File: config.mk
export PLATFORM = sky130hd
export DESIGN_NAME = hilo_acc
export DESIGN_NICKNAME = d
export VERILOG_FILES = /design/src/rtl/hilo_acc.sv
export SDC_FILE = /design/constraint.sdc
export NUM_CORES = 1
export LEC_CHECK = 0
export CAP_MARGIN = 30
export CORE_MARGIN = 3
export CORE_UTILIZATION = 45
export DETAILED_ROUTE_END_ITERATION = 10
export PLACE_DENSITY_LB_ADDON = 0.1
export SLEW_MARGIN = 20
export SYNTH_ARGS = -nofsm -noshare
export SYNTH_HDL_FRONTEND = slang
export SYNTH_SLANG_ARGS = --single-unit
File: constraint.sdc
create_clock -name clk -period 14.6 [get_ports clk]
set_input_delay 3.65 -clock clk [delete_from_list [all_inputs] [get_ports clk]]
set_output_delay 3.65 -clock clk [all_outputs]
set_load 0.03 [all_outputs]
File: src/rtl/hilo_acc.sv
// HI/LO architectural register pair with single-edge writes and a two-stage
// 2*DW-bit accumulate/deaccumulate. The low half settles first, the high half follows.
module hilo_acc #(
    parameter int DW     = 32,
    parameter int ACC_EN = 1
) (
    input  logic          clk,
    input  logic          resetn,
    input  logic          flush,
    input  logic          op_valid,
    input  logic [2:0]    op,
    input  logic [DW-1:0] hi_in,
    input  logic [DW-1:0] lo_in,
    output logic          op_ready,
    output logic          done,
    output logic [DW-1:0] hi_o,
    output logic [DW-1:0] lo_o
);

    typedef enum logic {
        IDLE = 1'b0,
        ACC1 = 1'b1
    } state_t;

    localparam logic [2:0] OP_WR_HI   = 3'd1;
    localparam logic [2:0] OP_WR_LO   = 3'd2;
    localparam logic [2:0] OP_WR_BOTH = 3'd3;
    localparam logic [2:0] OP_ADD     = 3'd4;
    localparam logic [2:0] OP_SUB     = 3'd5;
    localparam logic       ACC_ON     = (ACC_EN != 0);

    state_t        state_q, state_d;
    logic [DW-1:0] hi_q, hi_d;
    logic [DW-1:0] lo_q, lo_d;
    logic          done_q, done_d;
    logic [DW-1:0] hi_cap_q, hi_cap_d;
    logic [DW-1:0] lo_sum_q, lo_sum_d;
    logic          carry_q, carry_d;

    logic          accept_s;
    logic          is_sub_s;
    logic [DW-1:0] lo_opnd_s;
    logic [DW:0]   lo_add_s;
    logic [DW-1:0] hi_commit_s;

    assign op_ready = (state_q == IDLE);
    assign accept_s = op_valid & op_ready & ~flush;
    assign done     = done_q;
    assign hi_o     = hi_q;
    assign lo_o     = lo_q;

    // Subtraction is addition of the one's complement plus an injected carry-in.
    assign is_sub_s    = (op == OP_SUB);
    assign lo_opnd_s   = is_sub_s ? ~lo_in : lo_in;
    assign lo_add_s    = {1'b0, lo_q} + {1'b0, lo_opnd_s} + {{DW{1'b0}}, is_sub_s};
    assign hi_commit_s = hi_q + hi_cap_q + {{(DW-1){1'b0}}, carry_q};

    // State and architectural register update with synchronous active-low reset.
    always_ff @(posedge clk) begin
        if (!resetn) begin
            state_q  <= IDLE;
            hi_q     <= {DW{1'b0}};
            lo_q     <= {DW{1'b0}};
            done_q   <= 1'b0;
            hi_cap_q <= {DW{1'b0}};
            lo_sum_q <= {DW{1'b0}};
            carry_q  <= 1'b0;
        end else begin
            state_q  <= state_d;
            hi_q     <= hi_d;
            lo_q     <= lo_d;
            done_q   <= done_d;
            hi_cap_q <= hi_cap_d;
            lo_sum_q <= lo_sum_d;
            carry_q  <= carry_d;
        end
    end

    // Next-state, write decode and accumulate sequencing.
    always_comb begin
        state_d  = state_q;
        hi_d     = hi_q;
        lo_d     = lo_q;
        done_d   = 1'b0;
        hi_cap_d = hi_cap_q;
        lo_sum_d = lo_sum_q;
        carry_d  = carry_q;
        case (state_q)
            IDLE: begin
                if (accept_s) begin
                    case (op)
                        OP_WR_HI:   hi_d = hi_in;
                        OP_WR_LO:   lo_d = lo_in;
                        OP_WR_BOTH: begin
                            hi_d = hi_in;
                            lo_d = lo_in;
                        end
                        OP_ADD, OP_SUB: begin
                            if (ACC_ON) begin
                                // High operand is stored pre-inverted for SUB so stage 2 is a plain add.
                                state_d  = ACC1;
                                hi_cap_d = is_sub_s ? ~hi_in : hi_in;
                                lo_sum_d = lo_add_s[DW-1:0];
                                carry_d  = lo_add_s[DW];
                            end else begin
                                state_d = IDLE;
                            end
                        end
                        default: state_d = IDLE;
                    endcase
                end else begin
                    state_d = IDLE;
                end
            end
            ACC1: begin
                state_d  = IDLE;
                hi_cap_d = {DW{1'b0}};
                lo_sum_d = {DW{1'b0}};
                carry_d  = 1'b0;
                if (!flush) begin
                    hi_d   = hi_commit_s;
                    lo_d   = lo_sum_q;
                    done_d = 1'b1;
                end else begin
                    done_d = 1'b0;
                end
            end
            default: state_d = IDLE;
        endcase
    end

endmodule

# --- Word-level counts from Yosys, hierarchy flattened ---
# Cells that the tools add are included.
op_classes:
  n_addsub: 4
  n_eq_ne: 10
  muxes: 23
  bitwise_logic: 6
  n_reduce_logical: 7
ops:
  columns: ["cell", "count"]
  rows:
  - ["$mux 32", 12]
  - ["$pmux 32 s2", 4]
  - ["$not 32->32", 2]
  - ["$add 32x32->33", 1]
  - ["$add 33x1->33", 1]
  - ["$add 32x1->32", 1]
  - ["$add 32x32->32", 1]
  - ["$eq 3x2->1 const B", 2]
  - ["$eq 3x3->1 const B", 2]
  - ["$ne 2x2->1 const B", 3]
  - ["$reduce_and 3->1", 2]
  - ["$reduce_or 2->1", 3]
  - ["$mux 1", 5]
  - ["$ne 2x1->1 const B", 2]
  - ["$pmux 1 s2", 2]
  - ["$reduce_and 2->1", 2]
  - ["$eq 3x1->1 const B", 1]
  - ["$and 1x1->1", 2]
  - ["$not 1->1", 2]
totals:
  ff_bits: 131
  in_bits: 71
  out_inout_bits: 66
  wordCells: 57

# --- Longest topological paths before layout ---
# Gate-level depths: netlist (run 1).
depth:
  word_depth: 7
  ltp_mapped: 17
  mapped_depth_nobuf: 14

# --- Worst setup path before layout (run 1) ---
# OpenSTA, ideal clock, no wires.
synth_timing:
  kind: "input to register"
  start: "input op[0]"
  end: "register lo_sum_q[29]"
  setup_ns: 0.125
  arrival_time_ns: 7.076
  required_ns: 14.475
  setup_slack_ns: 7.399
  stages: 16
  path_buffers: 4
  cell_sequence: "clkbuf_1 > nand2_1 > buf_1 > clkbuf_1 > xnor2_1 > ha_1 > buf_4 > nand4_1 > or3_1 > o2111a_1 > o31a_4 > o31ai_2 > a21oi_1 > a21oi_2 > xnor2_1 > o21ai_1"
synth_via:
  elab_chain_len: 7
  word_cells_on_any_way: 11
  cone_classes: "2 x add/sub; 3 x eq/ne; 4 x mux; 2 x reduce/logical"
synth_lines:
  columns: ["item", "line", "text"]
  rows:
  - ["start, declared", "11", "input logic [2:0] op,"]
  - ["$eq 3x3->1", "53, 91", null]
  - ["$mux 32", "54", "assign lo_opnd_s = is_sub_s ? ~lo_in : lo_in;"]
  - ["$add 32x32->33", "55", "assign lo_add_s = {1'b0, lo_q} + {1'b0, lo_opnd_s} + {{DW{1'b0}}, is_sub_s};"]
  - ["$add 33x1->33", "55", null]
  - ["$mux 32", "91", "case (op)"]
  - ["$mux 32", "90", "if (accept_s) begin"]
  - ["$pmux 32 s2", "88", "case (state_q)"]
  - ["end signal, assigned", "66", "lo_sum_q <= {DW{1'b0}};"]
  - ["end signal, assigned", "74", "lo_sum_q <= lo_sum_d;"]
  - ["end, declared", "37", "logic [DW-1:0] lo_sum_q, lo_sum_d;"]
# Parallel ways exist; a longest one is shown, timed or not. The select of a mux whose other input is x is not followed.
# A chain may end at the register's enable or synchronous reset.

# --- Worst setup path in the final report (run 1) ---
layout_timing:
  start: "input op[0]"
  end: "register lo_sum_q[30]"
# Same word-level chain as after synthesis.

==> impl_metrics.tcl, run 1 <==
set metrics [dict create \
    status "finished clean" \
    synth-edff-count 0 \
    grt_usage_pct 22.24 \
    drtIter0Drc 385 \
    slew_headroom_pct 38.38 \
    period_share_pct 53.79 \
    drt_pre_antenna_iters 5 \
    post_cts_buffers 0 \
    powerDensity_mw_per_mm2 91.81 \
    slew_viol_final 0 \
    ir_drop_mv 0.07888 \
    overflow 0 \
    area_growth_pct 23.74 \
    cts.clk_slew.worst_paths_ns 0.06 \
    startpoint_type "primary input" \
    antenna_found_initial 0 \
    finClkSkew_ns 0.01050 \
    worst_slew_pin_slew_ns 0.9233 \
    ys_ff_latch 131 \
    finalSetupViolCount 0 \
    crit_required_ns 14.91 \
    hpwlAfterDp_mm 16.73 \
    numClockSinks 131 \
    static-leakage-power_nw 4.942 \
    cp_max_fo 39 \
    grt_pass1_wl_mm 40.00 \
    synth-xor-area-share_pct 10.54 \
    vias 8120 \
    period_minus_slack_ns 7.853 \
    die_height_um 147.9 \
    place_ws_ns 6.256 \
    cpMostUsedCell "o21ai_1" \
    instances_no_fill 1466 \
    layout.nets 1331 \
    crit_path_end_kind "flop" \
    synth-main-ff-cell "dfxtp_1" \
    die_w_um 147.9 \
    port-buffer-count 136 \
    cap_viol_max_count 0 \
    holdWs_ns 0.4437 \
    slowest_stage "clkdlybuf4s50_1" \
    synth_compound_area_share_pct 25.61 \
    wl_per_cell_um 16.54 \
    cts-htree-levels 4 \
    synth_mux_area_share_pct 4.972 \
    critical_path_class "in -> reg" \
    diodes 0 \
    syn-num-nets 1232 \
    clockBufferDepth 2 \
    hold_buffers 0 \
    route.detailed.drc 0 \
    yosys_warnings 0 \
    cts_tree "yes" \
    initial_core_util_pct 46.24 \
    cts_resized 0 \
    max_stage_delay_ns 0.68 \
    synthesis.area_sq_mm 0.009059 \
    pin_count 137 \
    hold_class "reg -> reg" \
    fp-row-count 51 \
    synth.distinct_cells 56 \
    grt_max_degree 73 \
    synth-simple-area-share_pct 16.22 \
    crit_arrival_ns 8.17 \
    synthesis.instances 1089 \
    synth_top_family_by_area "compound AO/OA/AOI/OAI gates" \
    syn_area_per_cell_sq_um 8.318 \
    ys_seq_area_share_pct 28.95 \
    cts_buffers 17 \
    dp.cells 1434 \
    ant_nets 0 \
    drive_above_1_share_pct 4.829 \
    hold_viol_final 0 \
    die_area_sq_mm 0.02187 \
    setup_tns_ns 0 \
    synth-async-reset-ratio_pct 0 \
    fin_ws_ns 6.747 \
    cts-root-buf "clkbuf_16" \
    final.fill_count 1864 \
    max_freq_ghz 0.1273 \
    wl_mm 24.25 \
    first_global_vias 7988 \
    clk_latency_ns 0.42 \
    rsz0062_at_grt "false" \
    coreArea_sq_mm 0.01959 \
    worstPathCellList "clkdlybuf4s50_1 -> nand2_4 -> buf_4 -> xnor2_1 -> inv_1 -> fa_1 -> o21ai_1 -> a31oi_1 -> o21ai_1 -> a211o_1 -> o21ai_1 -> o21ai_0 -> o2111ai_1 -> a21o_1 -> a32o_1" \
    vias_per_cell 5.539 \
    place_congestion 0.8729 \
    synth-adder-area-share_pct 10.19 \
]
-- final cells by class --
cell class	instances	area [sq um]	share of cell area (%)
clock buffer	21	460.4	4.108
timing repair buffer	144	1419	12.66
tap	265	331.6	2.958
multi-input combinational	874	6140	54.77
sequential	131	2626	23.43
inverter	20	75.07	0.6697
clock inverter	11	157.7	1.406
-- cells in the mapped netlist (7+ instances only) --
cell type | n | area, sq um
nor3_1 | 11 | 55.05
a31oi_1 | 43 | 269.0
nor2_1 | 77 | 289.0
or3_1 | 14 | 87.58
o21a_1 | 12 | 90.09
buf_1 | 8 | 30.03
a21o_1 | 27 | 202.7
ha_1 | 69 | 863.3
a21oi_1 | 78 | 390.4
o21bai_1 | 12 | 90.09
mux2i_1 | 45 | 450.4
o211ai_1 | 15 | 112.6
xor2_1 | 48 | 420.4
o211a_1 | 44 | 440.4
xnor2_1 | 61 | 534.3
nand3_1 | 13 | 65.06
o21ai_0 | 49 | 245.2
nand4_1 | 9 | 56.30
clkbuf_1 | 55 | 206.5
a211o_1 | 7 | 61.31
and3_1 | 15 | 93.84
nor2b_1 | 44 | 275.3
nand2_1 | 112 | 420.4
inv_1 | 20 | 75.07
dfxtp_1 | 131 | 2623
o21ai_1 | 7 | 35.03
a211oi_1 | 9 | 67.56
-- placed cells by master, fill, tap and decap left out, drive strengths merged, types with 7 or more instances in the layout --
master           n
nand2          112
ha              69
buf              9
o21a            12
mux2i           45
a31oi           43
nor3            11
nand4            9
o211ai          15
a211o            7
a21oi           81
o21ai           56
a21o            27
clkdlybuf4s50  135
nor2b           44
o21bai          12
and3            15
nor2            77
o211a           44
a211oi           9
clkbuf          21
or3             14
xnor2           61
inv             20
dfxtp          131
xor2            48
nand3           13
-- per-stage QoR --
stage	power [W]	cell area (sq um)	util, %
finish	0.001029	11210	57.22
CTS	0.001038	11210	57.22
global placement	0.0005779	10590	54.07
detailed placement	0.0005792	10590	54.07
global route	0.001076	11210	57.22
floorplan	0.0005135	9059	-
-- cells by family after synthesis --
kind of cell / count (synthesis)
simple gates: 313
xor+xnor: 109
flops: 131
fa+ha+maj: 72
compound gates: 335
mux: 45
buf+inv: 84
-- state kept, by name, summed over array words and instances (netlist names) --
name,count
lo_sum_q,32
state_q,1
done,1
hi_cap_q,32
lo_o,32
carry_q,1
hi_o,32
-- metal layers --
metal	part of all wire, %	vias to the layer above	track usage [%]	routed length [um]
met5	0	-	0	0
met1	46	3812	28.56	11160
li1	-	4125	-	-
met3	4.1	20	4.077	994
met4	1.3	0	6.143	327
met2	49	163	38.45	11770
-- critical path, delay by kind of cell --
| kind | cells | cell delay [ns] |
|---|---|---|
| AO/OA/AOI/OAI | 9 | 2.00 |
| XOR/XNOR | 1 | 0.22 |
| adder cells (fa/ha/maj) | 1 | 0.43 |
| buffers and inverters | 3 | 1.42 |
| AND/OR/NAND/NOR | 1 | 0.43 |
-- worst paths after layout --
check	from	endpoint	slack, ns	depth (start not counted)
worst max-delay path	op[0]	lo_sum_q[30]$_SDFFE_PN0P_	6.75	15
worst min-delay path	lo_sum_q[29]$_SDFFE_PN0P_	lo_sum_q[29]$_SDFFE_PN0P_	0.44	2
worst max register to register	hi_o[0]$_SDFFE_PN0P_	hi_o[30]$_SDFFE_PN0P_	11.09	13
worst min register to register	lo_sum_q[29]$_SDFFE_PN0P_	lo_sum_q[29]$_SDFFE_PN0P_	0.44	2
-- where the power goes --
group | switching [W] | total [W] | leakage [nW] | internal (W)
Sequential | 0.0000110 | 0.000381 | 1.06 | 0.000370
Clock | 0.000163 | 0.000456 | 0.306 | 0.000293
Combinational | 0.000105 | 0.000192 | 3.57 | 0.0000867
Total | 0.000280 | 0.00103 | 4.94 | 0.000750
(Power assumes the default switching activity.)
==> run 2: changes to the inputs <==
==> constraint.sdc (replaced) <==
create_clock -name clk -period 6.85 [get_ports clk]
set_input_delay 1.7125 -clock clk [delete_from_list [all_inputs] [get_ports clk]]
set_output_delay 1.7125 -clock clk [all_outputs]
set_load 0.03 [all_outputs]
==> run 2 against run 1 <==
Clock power is 100% higher. Core utilization shrank 0.15 points. Combinational power increased by 110%. Setup slack got worse by 5.4 ns. Final cell count barely moved. Critical endpoint is now carry_q$_SDFFE_PN0P_. Largest power group unchanged. Highest routed layer unchanged.
==> impl_metrics.tcl, run 2 (synthesized netlist as in run 1, its figures left out) <==
set metrics [dict create \
    cts_tree "yes" \
    die_w_um 147.9 \
    area_growth_pct 23.43 \
    die_height_um 147.9 \
    die_area_sq_mm 0.02187 \
    critical_path_class "in -> reg" \
    period_share_pct 79.67 \
    worst_slew_pin_slew_ns 0.9640 \
    cts-root-buf "clkbuf_16" \
    first_global_vias 7974 \
    crit_path_end_kind "flop" \
    worstPathCellList "clkdlybuf4s50_1 -> nand2_4 -> xnor2_1 -> ha_1 -> a21oi_1 -> o21ai_1 -> a31oi_1 -> o21ai_1 -> a2111oi_0 -> o21ai_0 -> nand3_1 -> nor3_1 -> a211oi_1 -> o21ai_0" \
    p_clk_share_pct 43.3 \
    fp-row-count 51 \
    ff_latch_area_sq_mm 0.002626 \
    route.detailed.drc 0 \
    period_minus_slack_ns 5.457 \
    r2r_start "hi_o[0]$_SDFFE_PN0P_" \
    vias_per_cell 5.584 \
    max_freq_ghz 0.1832 \
    reg2reg_to "hi_o[30]$_SDFFE_PN0P_" \
    hold_start "lo_sum_q[29]$_SDFFE_PN0P_" \
    pwr-share-seq_pct 37.7 \
    clockBufferDepth 2 \
    coreArea_sq_mm 0.01959 \
    cp_max_fo 28 \
    layout_common_cells "135 x clkdlybuf4s50_1, 130 x dfxtp_1, 111 x nand2_1" \
    p_comb_share_pct 19.0 \
    min_to "lo_sum_q[29]$_SDFFE_PN0P_" \
    hold-path-cell-count 2 \
    rsz0062_at_grt "false" \
    p_switching_w 0.0005820 \
    cts.clk_slew.worst_paths_ns 0.06 \
    rrSetupSlack_ns 3.35 \
    cap_viol_max_count 0 \
    final.fill_count 1837 \
    hold_class "reg -> reg" \
    grt_max_degree 81 \
    crit_arrival_ns 5.73 \
    max_stage_delay_ns 0.80 \
    cts_buffers 17 \
    antenna_found_initial 0 \
    crit_required_ns 7.12 \
    wl_mm 24.38 \
    finalSetupViolCount 0 \
    setup_tns_ns 0 \
    finish.utilization_pct 57.07 \
    cts-htree-levels 4 \
    slew_headroom_pct 35.50 \
    slew_viol_final 0 \
    status "finished clean" \
    slowest_stage "clkdlybuf4s50_1" \
    initial_core_util_pct 46.24 \
    grt_pass1_wl_mm 39.68 \
    grt_usage_pct 22.09 \
    hold_buffers 0 \
    pin_count 137 \
    netSwitchingFraction_pct 27.02 \
    ir_drop_mv 0.1603 \
    vias 8181 \
    multi_input_area_sq_mm 0.006140 \
    static-leakage-power_nw 4.924 \
    post_cts_buffers 0 \
    port-buffer-count 136 \
    powerDensity_mw_per_mm2 192.7 \
    drtIter0Drc 331 \
    hold_viol_final 0 \
    layout.nets 1331 \
    reg2regPathDepth 13 \
    drive_above_1_share_pct 4.417 \
    overflow 0 \
    clk_latency_ns 0.42 \
    finClkSkew_ns 0.009863 \
    hpwlAfterDp_mm 16.60 \
    numClockSinks 131 \
    layout.cells.most_common "clkdlybuf4s50_1" \
    startpoint_type "primary input" \
    wl_per_cell_um 16.64 \
    drt_pre_antenna_iters 7 \
    power.internal_w 0.001572 \
    place_congestion 0.8735 \
    cts_resized 0 \
    diodes 0 \
    ant_nets 0 \
]
==> run 2: cell count changes in the layout (fill, tap and decap cells not counted) <==
cell / previous run / this run
clkinvlp_4: 1 / 0
clkinv_2: 6 / 2
bufinv_16: 4 / 3
clkbuf_8: 2 / 3
clkbuf_1: 2 / 6
==> run 2: critical path, delay by kind of cell <==
kind / cells / cell delay (ns)
AOI/OAI and AO/OA: 8 / 1.88
xor gates and xnor gates: 1 / 0.34
adders and majority gates: 1 / 0.30
buffers and inverters: 1 / 0.80
and+or+nand+nor: 3 / 0.67
==> run 2: worst max-delay path by stage <==
stage	end	cells past startpoint	slack [ns]	start
6_report	carry_q$_SDFFE_PN0P_	14	1.39	op[0]
5_1_grt	lo_sum_q[30]$_SDFFE_PN0P_	15	0.99	op[2]
4_1_cts	carry_q$_SDFFE_PN0P_	14	1.33	op[0]
3_5_place_dp	carry_q$_SDFFE_PN0P_	14	0.93	op[0]
3_3_place_gp	carry_q$_SDFFE_PN0P_	15	1.0	op[2]
2_1_floorplan	lo_sum_q[29]$_SDFFE_PN0P_	16	1.59	op[0]
==> run 2: stage by stage <==
step,setup WS [ns],total power (W),area [sq um],hold WS [ns],instances
2_1_floorplan,1.587,0.001095,9059,0.4248,1089
3_3_place_gp,0.9960,0.001232,10590,0.4378,1434
3_5_place_dp,0.9305,0.001234,10590,0.4457,1434
4_1_cts,1.325,0.002176,11180,0.4539,1465
5_1_grt,0.9893,0.002245,11180,0.4749,1465
6_report,1.393,0.002154,11180,0.4509,1465
==> run 2: per-layer routing <==
layer  vias to the layer above  GRT usage (%)  share of wire, %
met2                       183          38.56                49
li1                       4125              -                 -
met3                        31          4.047               4.7
met4                         0          7.436               1.8
met1                      3842          27.51                45
met5                         -              0                 0
==> run 2: layout make-up <==
type / count / share of cell area, %
inverters: 20 / 0.6714
clock buffers: 26 / 4.376
clock inverters: 5 / 0.8953
repair buffers: 144 / 12.69
flip-flops and latches: 131 / 23.49
well taps: 265 / 2.966
multi-input cells: 874 / 54.91
==> run 2: power by group through the flow <==
stage / Clock [W] / Sequential [W] / Combinational [W]
after floorplan: 0 / 0.000852 / 0.000243
after global placement: 0 / 0.000827 / 0.000405
after detailed placement: 0 / 0.000827 / 0.000407
after CTS: 0.000954 / 0.000811 / 0.000411
after global routing: 0.000981 / 0.000814 / 0.000450
final: 0.000933 / 0.000811 / 0.000409
